## src/rtl/sat_counter_bank.sv

```systemverilog
// Bank of DEPTH saturating up/down counters with one update port and one registered,
// write-first read port. Define SAT_COUNTER_STATS_EN to add the sat_events counter.

module sat_counter_bank_cell #(
    parameter int WIDTH    = 2,
    parameter int INIT_VAL = 0
) (
    input  logic             clk,
    input  logic             rst,
    input  logic             clr,
    input  logic             upd,
    input  logic             dir,
    output logic [WIDTH-1:0] count,
    output logic [WIDTH-1:0] count_nxt,
    output logic             sat_hit
);
    localparam logic [WIDTH-1:0] INIT = WIDTH'(INIT_VAL);

    logic at_max, at_min;

    assign at_max  = &count;
    assign at_min  = ~|count;
    assign sat_hit = upd & (dir ? at_max : at_min);

    // count_nxt doubles as the bypass value for a same-cycle read
    always_comb begin
        count_nxt = count;
        if (clr)
            count_nxt = INIT;
        else if (upd && !sat_hit)
            count_nxt = dir ? count + 1'b1 : count - 1'b1;
    end

    always_ff @(posedge clk or posedge rst) begin
        if (rst) count <= INIT;
        else     count <= count_nxt;
    end
endmodule

module sat_counter_bank #(
    parameter int WIDTH    = 2,
    parameter int DEPTH    = 16,
    parameter int INIT_VAL = 0,
    localparam int IDX_W   = $clog2(DEPTH)
) (
    input  logic             clk,
    input  logic             rst,
    input  logic             clr,
    input  logic             upd_en,
    input  logic [IDX_W-1:0] upd_idx,
    input  logic             upd_dir,
    input  logic             rd_en,
    input  logic [IDX_W-1:0] rd_idx,
`ifdef SAT_COUNTER_STATS_EN
    output logic [15:0]      sat_events,
`endif
    output logic             rd_valid,
    output logic [WIDTH-1:0] rd_count,
    output logic             rd_taken
);
    logic [DEPTH-1:0][WIDTH-1:0] count;
    logic [DEPTH-1:0][WIDTH-1:0] count_nxt;
    logic [DEPTH-1:0]            sat_hit;
    logic [DEPTH-1:0]            upd_sel;

    for (genvar i = 0; i < DEPTH; i++) begin : g_cell
        assign upd_sel[i] = upd_en & ~clr & (upd_idx == IDX_W'(i));

        sat_counter_bank_cell #(
            .WIDTH    (WIDTH),
            .INIT_VAL (INIT_VAL)
        ) u_cell (
            .clk       (clk),
            .rst       (rst),
            .clr       (clr),
            .upd       (upd_sel[i]),
            .dir       (upd_dir),
            .count     (count[i]),
            .count_nxt (count_nxt[i]),
            .sat_hit   (sat_hit[i])
        );
    end

    // Read the next-state value so a same-cycle update or clear is visible (write-first)
    always_ff @(posedge clk or posedge rst) begin
        if (rst) begin
            rd_valid <= 1'b0;
            rd_count <= '0;
        end else begin
            rd_valid <= rd_en;
            if (rd_en) rd_count <= count_nxt[rd_idx];
        end
    end

    assign rd_taken = rd_count[WIDTH-1];

`ifdef SAT_COUNTER_STATS_EN
    // Sticky at all-ones rather than wrapping
    always_ff @(posedge clk or posedge rst) begin
        if (rst)
            sat_events <= '0;
        else if (clr)
            sat_events <= '0;
        else if (|sat_hit && sat_events != 16'hFFFF)
            sat_events <= sat_events + 16'd1;
    end
`endif
endmodule

```

## config.mk

```make
export PLATFORM = sky130hd
export DESIGN_NAME = sat_counter_bank
export DESIGN_NICKNAME = d
export VERILOG_FILES = /design/src/rtl/sat_counter_bank.sv
export SDC_FILE = /design/constraint.sdc
export NUM_CORES = 1
export LEC_CHECK = 0
export BUFFER_PORTS_ARGS = -buffer_cell sky130_fd_sc_hd__buf_2
export CAP_MARGIN = 40
export CELL_PAD_IN_SITES_DETAIL_PLACEMENT = 0
export CELL_PAD_IN_SITES_GLOBAL_PLACEMENT = 1
export CORE_ASPECT_RATIO = 0.6
export CORE_MARGIN = 1
export CORE_UTILIZATION = 49
export CTS_CLUSTER_DIAMETER = 60
export DETAILED_ROUTE_END_ITERATION = 6
export GPL_TIMING_DRIVEN = 0
export PLACE_DENSITY_LB_ADDON = 0.1
export REMOVE_ABC_BUFFERS = 1
export SETUP_SLACK_MARGIN = 0.2
export SLEW_MARGIN = 20
export SYNTH_ARGS = -nofsm -noshare
export SYNTH_HDL_FRONTEND = slang
export SYNTH_HIERARCHICAL = 1
export SYNTH_SLANG_ARGS = --single-unit
export TNS_END_PERCENT = 50
```

## constraint.sdc

```tcl
create_clock -name clk -period 3 [get_ports clk]
set_input_delay 0.15 -clock clk [delete_from_list [all_inputs] [get_ports clk]]
set_output_delay 0.15 -clock clk [all_outputs]
set_load 0.1 [all_outputs]
```

==> results of run 1 <==
## final timing paths
path	startpoint	end	slack (ps)
max	clr	rd_count[1]$_DFFE_PP0P_	430
min	rd_en	rd_valid$_DFF_PP0_	20
max reg2reg	g_cell[11].u_cell/count[1]$_DFF_PP0_	rd_count[1]$_DFFE_PP0P_	1080
min reg2reg	rd_count[0]$_DFFE_PP0P_	rd_count[0]$_DFFE_PP0P_	520
max in group asynchronous	rst	rd_count[0]$_DFFE_PP0P_	2400
min in group asynchronous	rst	g_cell[8].u_cell/count[0]$_DFF_PP0_	440
## state kept, by name (all words and copies together) (netlist names)
register / flops
g_cell.u_cell/count: 32
rd_count: 2
rd_valid: 1
## layout make-up
class                      instances  area (sq um)  share of cell area
clock buffer                       8           100              0.0403
inverter                          49           184              0.0741
multi-input combinational        169          1130               0.455
sequential                        35           876               0.353
tap                               60          75.1              0.0302
timing repair buffer              19           118              0.0474
## per-layer routing
layer  vias up  track usage  part of all wire
met4         0       0.0618            0.0062
met3         5       0.0521             0.034
li1        927            -                 -
met2        38        0.326              0.40
met5         -            0                 0
met1       861        0.374              0.56
## power groups by stage
stage	Combinational, W	Sequential [W]	Clock (W)
6_report	0.0000972	0.000478	0.000367
2_1_floorplan	0.0000364	0.000493	0
3_5_place_dp	0.0000943	0.000487	0
4_1_cts	0.0000960	0.000478	0.000374
3_3_place_gp	0.0000898	0.000487	0
5_1_grt	0.000109	0.000478	0.000397
## per-stage QoR
step / setup WS (ps) / util / instances
2_1_floorplan: 613 / - / 253
3_3_place_gp: -114 / 0.554 / 330
6_report: 425 / 0.590 / 340
3_5_place_dp: -150 / 0.559 / 331
5_1_grt: 219 / 0.590 / 340
4_1_cts: 240 / 0.586 / 340
## timing repair
action	CTS	global route
hold buffers	1	0
hold endpoints to repair	35	0
setup buffers	0	0
gates resized for setup	1	5
setup endpoints to repair	1	2
pin swaps	0	0
==> flow_metrics.py, run 1 <==
metrics = {
    "global_routing": {
        "grt_start_max_net_pins": 53,
        "grt_use_total": 0.238,
        "wire_length_of_the_first_global_routing_pass_microns": 8110,
        "first_global_vias": 1654,
        "grt.overflow.total": 0,
        "antenna_violations_before_repair": 0,
    },
    "route": {
        "dr_total_vias": 1831,
        "post-route-drc-count": 0,
        "detailedRoute.firstPassIterationCount": 5,
        "initialDrtViolationCount": 105,
        "average_vias_per_placed_instance": 5.39,
        "route.detailed.wl_per_inst_microns": 14.7,
        "final_antenna_net_count": 0,
        "wl_microns": 5000,
    },
    "setup_path": {
        "cp-end-kind": "flip-flop",
        "timing.critical_path.cells": "buf_4, nand2b_1, or3b_2, nor2_1, inv_1, o21ai_0, a21oi_1, mux4_1, mux2i_1, mux2i_1, mux2_2",
        "worst-path-stages": 11,
        "cp_buf_inv_count": 2,
        "cpMaxStageDelayCell": "sky130_fd_sc_hd__mux4_1",
        "critical_path.top_delay_family": "multiplexers",
        "critical_path_arrival_ps": 2750,
        "worst_ep_required_time_ps": 3170,
        "cpMostUsedCell": "sky130_fd_sc_hd__mux2i_1",
        "critical_path_class": "input pin to flip-flop",
        "critPathMaxFanout": 34,
        "worst_r2r_path_depth": 7,
        "critical_path.startpoint_type": "input pin",
        "cp_slowest_stage_delay_ps": 540,
    },
    "yosys": {
        "post_synth.cell_area_avg_sq_um": 8.58,
        "netlist_area_sq_um": 2210,
        "ys.warnings.count": 6,
        "post_synth_inst_count": 257,
    },
    "final_layout": {
        "fill_cell_count": 395,
        "finalNetCount": 293,
        "design_area_sq_um": 2480,
        "drive_above_1_share": 0.168,
        "count_of_antenna_diodes_in_the_layout": 0,
        "layout_common_cells": "49 x sky130_fd_sc_hd__inv_1, 35 x sky130_fd_sc_hd__dfrtp_1, 34 x sky130_fd_sc_hd__nand2_1, 32 x sky130_fd_sc_hd__o21ai_0, 28 x sky130_fd_sc_hd__nor2_1",
        "syn2layout_area_growth_pct": 12.6,
        "mostFrequentLayoutCell": "sky130_fd_sc_hd__inv_1",
    },
    "power": {
        "power_density_nw_per_um2": 379,
        "combPwrFrac": 0.103,
        "intPower_w": 0.000714,
        "vdd_drop_max_uv": 188,
        "clockPowerShare": 0.390,
        "switching_share": 0.243,
        "static-leakage-power_nw": 1.17,
        "power_switching_w": 0.000228,
        "power_consumption_w": 0.000942,
        "power.share.sequential": 0.507,
    },
    "cts": {
        "clk_pin_slew_ps": 60,
        "clock_tree_from_tritoncts": "done",
        "clock_latency_of_the_later_clocked_register_in_the_worst_skew_pair_ps": 280,
        "ctsHtreeMaxLevel": 2,
        "clk_path_buf_depth": 2,
        "clkSinkCount": 35,
        "clockRootBuffer": "sky130_fd_sc_hd__clkbuf_8",
        "cts-buffers-inserted": 5,
    },
    "status": {
        "status": "complete, no violations",
    },
    "placed_design": {
        "gpl.final_weighted_congestion": 0.773,
        "placed_cell_area_sq_um": 2350,
        "dpl.hpwl_microns": 3710,
        "placement.io_buffers": 17,
    },
    "floorplan": {
        "die_width_microns": 88.6,
        "floorplan.die.height_microns": 54.0,
        "design.portCount": 18,
        "placeable_core_area_sq_um": 4210,
        "floorplan.die_area_sq_um": 4780,
        "starting_density_of_the_core": 0.524,
        "num_rows": 18,
    },
    "worst_hold_path": {
        "holdPathStages": 1,
        "timing.hold.worst.class": "input pin to flip-flop",
    },
    "sta": {
        "fmax_mhz": 388,
        "tightest_slew_ps": 483,
        "timing_hold_violations_final": 0,
        "worst_hold_slack_ps": 15.1,
        "finalSetupTns_ps": 0,
        "period_share": 0.858,
        "clock-skew-final_ps": 2.38,
        "post-route-min-period_ps": 2570,
        "report.final.slew_viol_count": 0,
        "slew-limit-headroom": 0.676,
        "setup_violations": 0,
        "grt_setup_unrepaired": "no",
    },
    "job": {
        "max_cap_viol_count": 0,
    },
}
Power figures use the tool's default switching activity.
==> run 2, diff against run 1 <==
RECOVER_POWER = 25   (was default)
==> run 2 against run 1 <==
Against the previous run: design area is 0.10% lower; sequential share of layout area hardly changed; hold slack improved by 15 ps; non-clock buffer count is the same; critical path depth did not move; count of clock-buffer cells in the layout stayed put; via count fell by 0.16%; routed wire length decreased by 0.40%; largest cell class unchanged.
==> flow_metrics.py, run 2 (synthesized netlist as in run 1, its figures left out) <==
metrics = {
    "setup_path": {
        "rr_startpoint": "g_cell[11].u_cell/count[1]$_DFF_PP0_",
        "critical_path_class": "input pin to flip-flop",
        "cp_slowest_stage_delay_ps": 540,
        "critical_path_arrival_ps": 2740,
        "worst_ep_required_time_ps": 3170,
        "critPathMaxFanout": 34,
        "timing.critical_path.cells": "buf_4, nand2b_1, or3b_2, nor2_1, inv_1, o21ai_0, a21oi_1, mux4_1, mux2i_1, mux2i_1, mux2_2",
        "cp_buf_inv_count": 2,
        "cp-end-kind": "flip-flop",
        "worstSetupStartpoint": "clr",
        "critical_path.top_delay_family": "multiplexers",
        "critical_path.startpoint_type": "input pin",
        "cpMostUsedCell": "sky130_fd_sc_hd__mux2i_1",
        "cpMaxStageDelayCell": "sky130_fd_sc_hd__mux4_1",
    },
    "global_routing": {
        "wire_length_of_the_first_global_routing_pass_microns": 8110,
        "grt_start_max_net_pins": 53,
        "grt_use_total": 0.238,
        "antenna_violations_before_repair": 0,
        "grt.overflow.total": 0,
        "first_global_vias": 1654,
    },
    "sta": {
        "report.final.slew_viol_count": 0,
        "timing.final.ws_setup_ps": 427,
        "slew-limit-headroom": 0.398,
        "clock-skew-final_ps": 2.42,
        "grt_setup_unrepaired": "no",
        "setup_violations": 0,
        "timing_hold_violations_final": 0,
        "post-route-min-period_ps": 2570,
        "fmax_mhz": 389,
        "tightest_slew_ps": 903,
        "period_share": 0.858,
        "worst_hold_slack_ps": 30.2,
    },
    "floorplan": {
        "floorplan.die_area_sq_um": 4780,
        "num_rows": 18,
        "starting_density_of_the_core": 0.524,
        "die_width_microns": 88.6,
        "design.portCount": 18,
        "floorplan.die.height_microns": 54.0,
        "placeable_core_area_sq_um": 4210,
    },
    "cts": {
        "ctsHtreeMaxLevel": 2,
        "clk_pin_slew_ps": 60,
        "cts-buffers-inserted": 5,
        "clockRootBuffer": "sky130_fd_sc_hd__clkbuf_8",
        "clk_path_buf_depth": 2,
        "clkSinkCount": 35,
        "post-cts-setup-buffers": 0,
        "clock_latency_of_the_later_clocked_register_in_the_worst_skew_pair_ps": 280,
        "clock_tree_from_tritoncts": "done",
    },
    "route": {
        "post-route-drc-count": 0,
        "average_vias_per_placed_instance": 5.38,
        "final_antenna_net_count": 0,
        "dr_total_vias": 1828,
        "wl_microns": 4980,
        "detailedRoute.firstPassIterationCount": 5,
        "route.detailed.wl_per_inst_microns": 14.6,
        "initialDrtViolationCount": 105,
    },
    "placed_design": {
        "place_ws_ps": -150,
        "placement.io_buffers": 17,
        "gpl.final_weighted_congestion": 0.773,
        "dpl.hpwl_microns": 3710,
    },
    "final_layout": {
        "largest_registers": "g_cell.u_cell/count (32), rd_count (2), rd_valid (1)",
        "final-seq-area_sq_um": 876,
        "finalNetCount": 293,
        "registers.top_by_ff_count": "g_cell.u_cell/count",
        "multi_input_area_sq_um": 1130,
        "number_of_flip_flops_in_the_largest_register": 32,
        "drive_above_1_share": 0.161,
        "fill_cell_count": 397,
        "layout_common_cells": "49 x sky130_fd_sc_hd__inv_1, 35 x sky130_fd_sc_hd__dfrtp_1, 34 x sky130_fd_sc_hd__nand2_1, 32 x sky130_fd_sc_hd__o21ai_0, 28 x sky130_fd_sc_hd__nor2_1",
        "mostFrequentLayoutCell": "sky130_fd_sc_hd__inv_1",
        "syn2layout_area_growth_pct": 12.5,
        "count_of_antenna_diodes_in_the_layout": 0,
    },
    "job": {
        "max_cap_viol_count": 0,
    },
    "worst_hold_path": {
        "timing.hold.worst.class": "input pin to flip-flop",
        "min-delay-start": "rd_en",
    },
    "power": {
        "power_consumption_w": 0.000942,
        "static-leakage-power_nw": 1.16,
        "vdd_drop_max_uv": 188,
        "power_density_nw_per_um2": 380,
    },
    "status": {
        "status": "complete, no violations",
    },
}
[run 2: changes by cell type in the layout (fill, tap and decap cells not counted)]
cell	delta
sky130_fd_sc_hd__buf_2	-2
sky130_fd_sc_hd__clkbuf_1	+2
[run 2: repair_timing]
item / CTS / global route
hold endpoints to repair: 35 / 0
resized for setup: 1 / 5
hold buffers: 1 / 0
setup endpoints to repair: 1 / 2
[run 2: through the flow]
stage	setup TNS, ps	instance area (sq um)	cells	utilization
after CTS	0	2470	340	0.586
after global routing	0	2480	340	0.589
after detailed placement	-150	2350	331	0.559
after floorplan	0	2170	253	-
after global placement	-114	2330	330	0.554
final	0	2480	340	0.589
[run 2: metal layers]
layer | routed length (microns) | global-route usage
met2 | 2010 | 0.326
met3 | 161 | 0.0521
met1 | 2780 | 0.374
met5 | 0 | 0
met4 | 31 | 0.0618
[run 2: layout make-up]
type                            instances  share of cell area
Tap cell                               60              0.0303
Inverter                               49              0.0741
Sequential cell                        35               0.353
Timing Repair Buffer                   19              0.0464
Multi-Input combinational cell        169               0.456
Clock buffer                            8              0.0403
[run 2: report_power, final]
part | total (W) | switching (W) | leakage (nW) | internal (W)
clock | 0.000367 | 0.000158 | 0.0515 | 0.000209
sequential | 0.000478 | 0.00000224 | 0.486 | 0.000476
combinational | 0.0000969 | 0.0000681 | 0.625 | 0.0000288
total | 0.000942 | 0.000228 | 1.16 | 0.000714
[run 2: path summary, 6_finish.rpt]
path                                                        to  slack, ps  cells after the start
setup / recovery                       rd_count[1]$_DFFE_PP0P_        430                     11
hold / removal                              rd_valid$_DFF_PP0_         30                      1
setup reg to reg                       rd_count[1]$_DFFE_PP0P_       1080                      7
hold reg to reg                        rd_count[0]$_DFFE_PP0P_        520                      1
max in group asynchronous              rd_count[0]$_DFFE_PP0P_       2150                      3
min in group asynchronous  g_cell[8].u_cell/count[0]$_DFF_PP0_        650                      3
